## src/rtl/muldiv_ctrl.sv

```systemverilog
// HI/LO owner and multi-cycle MULT/MULTU/DIV/DIVU sequencer for the execute stage.
// Define DIV_EARLY_OUT_EN to let trivial divides (divisor 0 or |a| < |b|) skip the iterations.
module muldiv_ctrl #(
    parameter int unsigned MUL_LAT   = 3,
    parameter int unsigned DIV_ITERS = 32
) (
    input  logic        clk,
    input  logic        reset,
    input  logic        flush,
    input  logic        req_valid,
    input  logic [2:0]  req_op,
    input  logic [31:0] a,
    input  logic [31:0] b,
    output logic        req_ready,
    output logic        done,
    output logic [31:0] hi,
    output logic [31:0] lo
);

    localparam logic [2:0] OpMult  = 3'd0;
    localparam logic [2:0] OpMultu = 3'd1;
    localparam logic [2:0] OpDiv   = 3'd2;
    localparam logic [2:0] OpDivu  = 3'd3;
    localparam logic [2:0] OpMthi  = 3'd4;
    localparam logic [2:0] OpMtlo  = 3'd5;

    localparam int unsigned CntW = 8;
    localparam logic [CntW-1:0] MulLastCnt = CntW'(MUL_LAT);
    localparam logic [CntW-1:0] DivLastCnt = CntW'(DIV_ITERS - 1);

    typedef enum logic [1:0] {StIdle, StMul, StDiv, StFix} state_e;

    state_e          state_q, state_d;
    logic [31:0]     hi_q, hi_d, lo_q, lo_d;
    logic            done_q, done_d;
    logic [CntW-1:0] cnt_q, cnt_d;
    logic [31:0]     opa_q, opa_d, opb_q, opb_d;
    logic            sgn_q, sgn_d;
    logic [63:0]     rem_q, rem_d;
    logic [31:0]     dvs_q, dvs_d;
    logic            q_neg_q, q_neg_d, r_neg_q, r_neg_d;

    logic        accept;
    logic        req_signed;
    logic [31:0] a_mag, b_mag;
    logic [63:0] mul_a, mul_b, prod;
    logic [64:0] shifted;
    logic [32:0] trial;
    logic [63:0] rem_step;
    logic [31:0] quot, remd;

    assign req_ready = (state_q == StIdle) && !flush;
    assign accept    = req_valid && req_ready;

    assign req_signed = (req_op == OpDiv);
    assign a_mag      = (req_signed && a[31]) ? -a : a;
    assign b_mag      = (req_signed && b[31]) ? -b : b;

    // Low 64 bits of the product of 64-bit extended operands are correct for both signednesses.
    assign mul_a = {{32{sgn_q & opa_q[31]}}, opa_q};
    assign mul_b = {{32{sgn_q & opb_q[31]}}, opb_q};
    assign prod  = mul_a * mul_b;

    // One restoring step: shift, trial-subtract the divisor from the upper half, keep if non-negative.
    assign shifted  = {rem_q, 1'b0};
    assign trial    = shifted[64:32] - {1'b0, dvs_q};
    assign rem_step = trial[32] ? shifted[63:0] : {trial[31:0], shifted[31:1], 1'b1};

    assign quot = rem_q[31:0];
    assign remd = rem_q[63:32];

    always_comb begin
        state_d = state_q;
        hi_d    = hi_q;
        lo_d    = lo_q;
        done_d  = 1'b0;
        cnt_d   = cnt_q;
        opa_d   = opa_q;
        opb_d   = opb_q;
        sgn_d   = sgn_q;
        rem_d   = rem_q;
        dvs_d   = dvs_q;
        q_neg_d = q_neg_q;
        r_neg_d = r_neg_q;

        unique case (state_q)
            StIdle: begin
                if (accept) begin
                    case (req_op)
                        OpMult, OpMultu: begin
                            opa_d   = a;
                            opb_d   = b;
                            sgn_d   = (req_op == OpMult);
                            cnt_d   = CntW'(1);
                            state_d = StMul;
                        end
                        OpDiv, OpDivu: begin
                            opa_d   = a;
                            sgn_d   = req_signed;
                            rem_d   = {32'd0, a_mag};
                            dvs_d   = b_mag;
                            q_neg_d = req_signed && (a[31] ^ b[31]);
                            r_neg_d = req_signed && a[31];
                            cnt_d   = '0;
                            state_d = StDiv;
`ifdef DIV_EARLY_OUT_EN
                            if (b_mag == 32'd0) begin
                                rem_d   = {a_mag, 32'hFFFF_FFFF};
                                state_d = StFix;
                            end else if (a_mag < b_mag) begin
                                rem_d   = {a_mag, 32'd0};
                                state_d = StFix;
                            end
`endif
                        end
                        OpMthi:  hi_d = a;
                        OpMtlo:  lo_d = a;
                        default: ;
                    endcase
                end
            end
            StMul: begin
                if (flush) begin
                    state_d = StIdle;
                end else if (cnt_q == MulLastCnt) begin
                    hi_d    = prod[63:32];
                    lo_d    = prod[31:0];
                    done_d  = 1'b1;
                    state_d = StIdle;
                end else begin
                    cnt_d = cnt_q + CntW'(1);
                end
            end
            StDiv: begin
                if (flush) begin
                    state_d = StIdle;
                end else begin
                    rem_d = rem_step;
                    cnt_d = cnt_q + CntW'(1);
                    if (cnt_q == DivLastCnt) state_d = StFix;
                end
            end
            StFix: begin
                state_d = StIdle;
                if (!flush) begin
                    done_d = 1'b1;
                    if (dvs_q == 32'd0) begin
                        lo_d = 32'hFFFF_FFFF;
                        hi_d = opa_q;
                    end else begin
                        lo_d = q_neg_q ? -quot : quot;
                        hi_d = r_neg_q ? -remd : remd;
                    end
                end
            end
            default: state_d = StIdle;
        endcase
    end

    always_ff @(posedge clk) begin
        if (reset) begin
            state_q <= StIdle;
            hi_q    <= '0;
            lo_q    <= '0;
            done_q  <= 1'b0;
            cnt_q   <= '0;
            opa_q   <= '0;
            opb_q   <= '0;
            sgn_q   <= 1'b0;
            rem_q   <= '0;
            dvs_q   <= '0;
            q_neg_q <= 1'b0;
            r_neg_q <= 1'b0;
        end else begin
            state_q <= state_d;
            hi_q    <= hi_d;
            lo_q    <= lo_d;
            done_q  <= done_d;
            cnt_q   <= cnt_d;
            opa_q   <= opa_d;
            opb_q   <= opb_d;
            sgn_q   <= sgn_d;
            rem_q   <= rem_d;
            dvs_q   <= dvs_d;
            q_neg_q <= q_neg_d;
            r_neg_q <= r_neg_d;
        end
    end

    assign done = done_q;
    assign hi   = hi_q;
    assign lo   = lo_q;

endmodule

```

## config.mk

```make
export PLATFORM = sky130hd
export DESIGN_NAME = muldiv_ctrl
export DESIGN_NICKNAME = d
export VERILOG_FILES = /design/src/rtl/muldiv_ctrl.sv
export SDC_FILE = /design/constraint.sdc
export NUM_CORES = 2
export LEC_CHECK = 0
export ABC_AREA = 1
export CORE_MARGIN = 3
export CORE_UTILIZATION = 45
export CTS_BUF_LIST = sky130_fd_sc_hd__clkbuf_8 sky130_fd_sc_hd__clkbuf_16
export DETAILED_ROUTE_END_ITERATION = 8
export GPL_TIMING_DRIVEN = 1
export PLACE_DENSITY_LB_ADDON = 0.15
export SLEW_MARGIN = 15
export SYNTH_ARGS = -nofsm -noshare
export SYNTH_HDL_FRONTEND = slang
export SYNTH_SLANG_ARGS = --single-unit
```

## constraint.sdc

```tcl
create_clock -name clk -period 10.2 [get_ports clk]
set_input_delay 2.04 -clock clk [delete_from_list [all_inputs] [get_ports clk]]
set_output_delay 2.04 -clock clk [all_outputs]
set_load 0.01 [all_outputs]
```

## Word-level counts from Yosys, hierarchy flattened

Index checks and enable logic that the tools add are counted.

| word-level totals | value |
|---|---|
| logic and storage cells | 110 |
| output and inout port bits | 66 |
| flip-flop bits (word level) | 238 |

| cells by class | value |
|---|---|
| mux-type cells | 41 |
| $mul | 1 |
| eq/ne operators | 22 |
| reduce and logical (&&, ||, !) cells | 25 |
| $add $sub $neg | 6 |
| bitwise logic cells | 3 |

Operators by type and width:

| kind | number |
|---|---|
| 2-to-1 mux 32 bit | 16 |
| 2-to-1 mux 64 bit | 4 |
| one-hot mux 32 bit (3 select lines) | 2 |
| negator 32 bit | 4 |
| one-hot mux 64 bit (2 select lines) | 1 |
| multiplier 33 x 33 -> 64 bit | 1 |
| subtractor 33 x 32 -> 33 bit | 1 |
| logical NOT 32 bit | 1 |
| 2-to-1 mux 8 bit | 4 |
| one-hot mux 8 bit (3 select lines) | 1 |
| AND reduction 6 bit | 3 |
| one-hot mux 8 bit (2 select lines) | 1 |
| inequality test 2 bit (second input constant) | 6 |
| AND reduction 3 bit | 4 |
| 2-to-1 mux 2 bit | 5 |
| adder 8 x 1 -> 8 bit (second input constant) | 1 |
| == test 8 x 2 -> 1 bit (second input constant) | 1 |
| == test 8 x 5 -> 1 bit (second input constant) | 1 |
| one-hot mux 2 bit (4 select lines) | 1 |
| AND reduction 4 bit | 2 |
| == test 3 x 2 -> 1 bit (second input constant) | 2 |
| == test 3 bit (second input constant) | 2 |
| inequality test 2 x 1 -> 1 bit (second input constant) | 3 |
| inequality test 3 bit (second input constant) | 2 |
| 17 further kinds | 29 |

## Logic depth before layout (Yosys ltp)

| depth | value |
|---|---|
| depth after elaboration | 6 |
| gate-level depth with buffers | 35 |
| depth with buffers taken out | 33 |

## Least setup slack after synthesis

OpenSTA, ideal clock, no wires.

| timing path | value |
|---|---|
| path type | flip-flop to flip-flop |
| from | register opa_q[31] |
| to | register hi_q[31] (netlist: hi[31]) |
| cell stages (with the launch flop) | 30 |
| arrival time | 7344 ps |
| path slack | 2786 ps |
| path buffers | 2 |
| library setup time | 70 ps |
| clock period less this slack | 7414 ps |
| cell sequence | dfxtp_1 -> buf_2 -> nand2_1 -> inv_1 -> clkbuf_1 -> nand2_1 -> inv_1 -> fa_1 -> inv_1 -> fa_1 -> inv_1 -> fa_1 -> inv_1 -> fa_1 -> fa_1 -> fa_1 -> fa_1 -> fa_1 -> inv_1 -> ha_1 -> nand2_1 -> nor2_1 -> nand2_1 -> nor4_1 -> nand2_1 -> nand2_1 -> inv_1 -> nand2_1 -> nand3_1 -> a21oi_1 |

| between the ends | value |
|---|---|
| cells in the longest elaborated chain, start to end | 5 |
| elaborated cells on any way between the ends | 7 |
| those cells by class | mul (1); mux (5); bitwise (1) |

Ends and longest elaborated chain:

| element | line | RTL |
|---|---|---|
| from (decl) | 37 | `logic [31:0] opa_q, opa_d, opb_q, opb_d;` |
| from (signal assigned) | 180 | `opa_q <= opa_d;` |
| bitwise AND 1 bit | 60 | `assign mul_a = {{32{sgn_q & opa_q[31]}}, opa_q};` |
| multiplier 33 x 33 -> 64 bit | 62 | `assign prod = mul_a * mul_b;` |
| 2-to-1 mux 32 bit | 125 | `end else if (cnt_q == MulLastCnt) begin` |
| 2-to-1 mux 32 bit | 123 | `if (flush) begin` |
| one-hot mux 32 bit (3 select lines) * | 86 | `unique case (state_q)` |
| to (signal assigned) | 176 | `hi_q <= hi_d;` |
| to (decl) | 34 | `logic [31:0] hi_q, hi_d, lo_q, lo_d;` |

Every way passes the cells marked *; elsewhere a longest branch is shown, timed or not. The select of a mux whose other input is x is not followed.
A chain may end at the register's enable or synchronous reset.

## Worst setup path in the final report

| timing path | value |
|---|---|
| from | register sgn_q |
| to | register hi_q[31] (netlist: hi[31]) |

| between the ends | value |
|---|---|
| cells in the longest elaborated chain, start to end | 5 |
| elaborated cells on any way between the ends | 6 |
| those cells by class | mul (1); mux (3); bitwise (2) |

Ends and longest elaborated chain:

| element | line | RTL |
|---|---|---|
| from (decl) | 38 | `logic sgn_q, sgn_d;` |
| from (signal assigned) | 182 | `sgn_q <= sgn_d;` |
| bitwise AND 1 bit, on equally long branches | 60, 61 |  |
| multiplier 33 x 33 -> 64 bit * | 62 |  |
| 2-to-1 mux 32 bit * | 125 |  |
| 2-to-1 mux 32 bit * | 123 |  |
| one-hot mux 32 bit (3 select lines) * | 86 |  |

Marked as above.

==> impl_metrics.tcl <==
set metrics [dict create \
    synth_cells 7939 \
    grt_max_degree 92 \
    start_kind "register" \
    cts_tree "done" \
    syn_avg_cell_area_sq_um 7.158 \
    path_delay_family "adder cells" \
    hp-class "register to register" \
    path_class "register to register" \
    arrival_ns 9.79 \
    fill_cells 12727 \
    grt_pass1_wl_microns 320500 \
    async_flop_share_pct 0 \
    routed_via_density 5.367 \
    clock-root-buffer "clkbuf_16" \
    rows 129 \
    min_period_ns 9.227 \
    ys_seq_area_share_pct 8.384 \
    path_clk_slew_ns 0.08 \
    clockBufferDepth 3 \
    yosysWarningCount 0 \
    synth-seq-cells 238 \
    num_io_pins 137 \
    die_h_microns 361.4 \
    worst_pin_slew_ns 1.224 \
    drc 0 \
    crit_required_ns 10.76 \
    crit_buf_inv 9 \
    drt_wl_total_microns 210500 \
    syn2layout_area_growth_pct 6.700 \
    p_leak_uw 0.03279 \
    ys_types 52 \
    syn_area_sq_um 56830 \
    fin_crit_sh_pct 90.46 \
    port_buffers 136 \
    dr.pass1.iters 6 \
    insertion_delay_ns 0.63 \
    ctsHtreeMaxLevel 1 \
    irDropWorstVdd_uv 189.1 \
    dpl-instance-area_sq_um 59570 \
    synthFlopType "dfxtp_1" \
    synth_nets 9389 \
    grt.total_usage_pct 32.45 \
    initial_core_util_pct 45.61 \
    numClockSinks 238 \
    clock-skew-final_ns 0.03628 \
    overflow 0 \
    rsz0062_at_grt "false" \
    vias 50957 \
    routedWlPerCell_microns 22.17 \
    nNetsFinal 9282 \
    grt_pass1_vias 50599 \
    crit_slowest_cell "fa_1" \
    path_common_cell "inv_1" \
    cts_resized 0 \
    end_kind "register" \
    status "completed" \
    synth_edf_count 0 \
    postCtsSetupBuffers 0 \
    hold_violations 0 \
    drv_slew 0 \
    cts-buffers-inserted 29 \
    cts_hold_buf 0 \
    fmax_mhz 108.4 \
    hold_path_depth 2 \
    maxCapViolCount 0 \
    crit_fanout 19 \
    cp_num_cells 29 \
    drive_gt1_share_pct 2.966 \
    cpPeakStageDelay_ns 0.93 \
    cellPowerDensity_nw_per_um2 113.9 \
    setup_viol 0 \
    r2r_cells 29 \
    hpwlAfterDp_microns 175400 \
    drtIter0Drc 5041 \
    antenna_found_initial 3 \
    place.gp.congestion 1.009 \
    core_sq_um 124600 \
    ant_nets 0 \
    dieArea_sq_um 130600 \
    max-slew-margin-rel_pct 18.37 \
    fp.dieW_microns 361.4 \
    setup_tns_ns 0 \
    final_cell_area_sq_um 60640 \
]
per-layer routing:
metal	share of wire [%]	up-vias	wire length, microns	GRT usage [%]
met5	0.0062	-	13	0
met1	42	25432	88670	45.88
met4	3.7	2	7818	9.723
met2	46	2173	96480	52.31
met3	8.3	294	17540	4.093
li1	-	23056	-	-
cells in the final DEF, fill, tap and decap left out, types with 19 or more instances in the layout:
cell type	n
fa_1	1126
nand2_1	2056
dfxtp_1	232
xor2_1	43
o21bai_1	21
a21oi_1	422
clkdlybuf4s50_1	135
ha_1	252
nand4_1	61
inv_1	1995
o211ai_1	32
o21a_1	19
buf_4	111
xnor2_1	20
clkbuf_16	29
nand3_1	301
nor2_1	450
nor3_1	35
o21ai_0	328
cells in the mapped netlist, types with 6 or more instances:
cell type | instances | area, sq um
a211oi_1 | 8 | 60.06
a21oi_1 | 422 | 2112
a31oi_1 | 12 | 75.07
buf_1 | 12 | 45.04
buf_2 | 37 | 185.2
clkbuf_1 | 330 | 1239
clkinv_1 | 6 | 22.52
dfxtp_1 | 238 | 4765
fa_1 | 1126 | 22540
ha_1 | 253 | 3166
inv_1 | 1995 | 7488
inv_2 | 12 | 45.04
nand2_1 | 2056 | 7717
nand2_2 | 8 | 50.05
nand3_1 | 301 | 1506
nand3b_1 | 11 | 82.58
nand4_1 | 61 | 381.6
nor2_1 | 454 | 1704
nor2_2 | 10 | 62.56
nor3_1 | 35 | 175.2
nor4_1 | 11 | 68.82
o211ai_1 | 32 | 240.2
o21a_1 | 19 | 142.6
o21ai_0 | 329 | 1647
o21ai_1 | 15 | 75.07
o21bai_1 | 21 | 157.7
or2_2 | 8 | 50.05
xnor2_1 | 20 | 175.2
xor2_1 | 43 | 376.6
where the power goes:
| part | leakage, uW | internal, uW | switching, uW | total (uW) |
|---|---|---|---|---|
| Combinational | 0.0303 | 1250 | 2990 | 4230 |
| Sequential | 0.00194 | 1130 | 316 | 1450 |
| Clock | 0.000514 | 695 | 530 | 1230 |
path summary, 6_finish.rpt:
path             start   endpoint  slack, ns
max              sgn_q     hi[31]       0.97
min          rem_q[29]  rem_q[29]       0.47
min reg2reg  rem_q[29]  rem_q[29]       0.47
max reg2reg      sgn_q     hi[31]       0.97
stage by stage:
step	hold WS, ns	utilization [%]	power [uW]	setup WS, ns	std cells
after floorplan	0.4453	-	3917	2.786	7939
after global placement	0.4557	47.81	5569	1.282	9438
after detailed placement	0.4635	47.81	5566	1.186	9438
after CTS	0.4733	48.66	6809	1.110	9492
after global routing	0.5056	48.66	7319	0.4419	9492
final	0.4702	48.66	6905	0.9730	9494
final cells by class:
class	instances	area, sq um	share of cell area, %
multi-input combinational	5302	43000	70.91
inverter	2014	7565	12.48
sequential	238	4772	7.870
timing repair buffer	247	2190	3.611
tap	1637	2048	3.378
clock buffer	31	753.2	1.242
clock inverter	23	307.8	0.5076
antenna	2	5.005	0.008254
worst register-to-register path: cells and delay by family (launching register included):
family	cells	cell delay, ns
fa+ha+maj	9	5.03
simple gates	10	2.14
buf+inv	9	1.48
flops	1	0.34
compound gates	1	0.17
flip-flops by register name, indices dropped and copies added, names as in the netlist, 2 cells and up:
register  flops
cnt_q         8
dvs_q        32
hi           32
lo           32
opa_q        32
opb_q        32
rem_q        64
state_q       2
logic make-up after synthesis:
logic type	Yosys count	synth area share [%]
AOI/OAI and AO/OA	884	8.331
xor gates and xnor gates	63	0.9709
adders and majority gates	1379	45.24
buffers and inverters	2399	15.99
DFF	238	8.384
and+or+nand+nor	2976	21.09
Note: power is estimated with default switching activity, not from simulation.
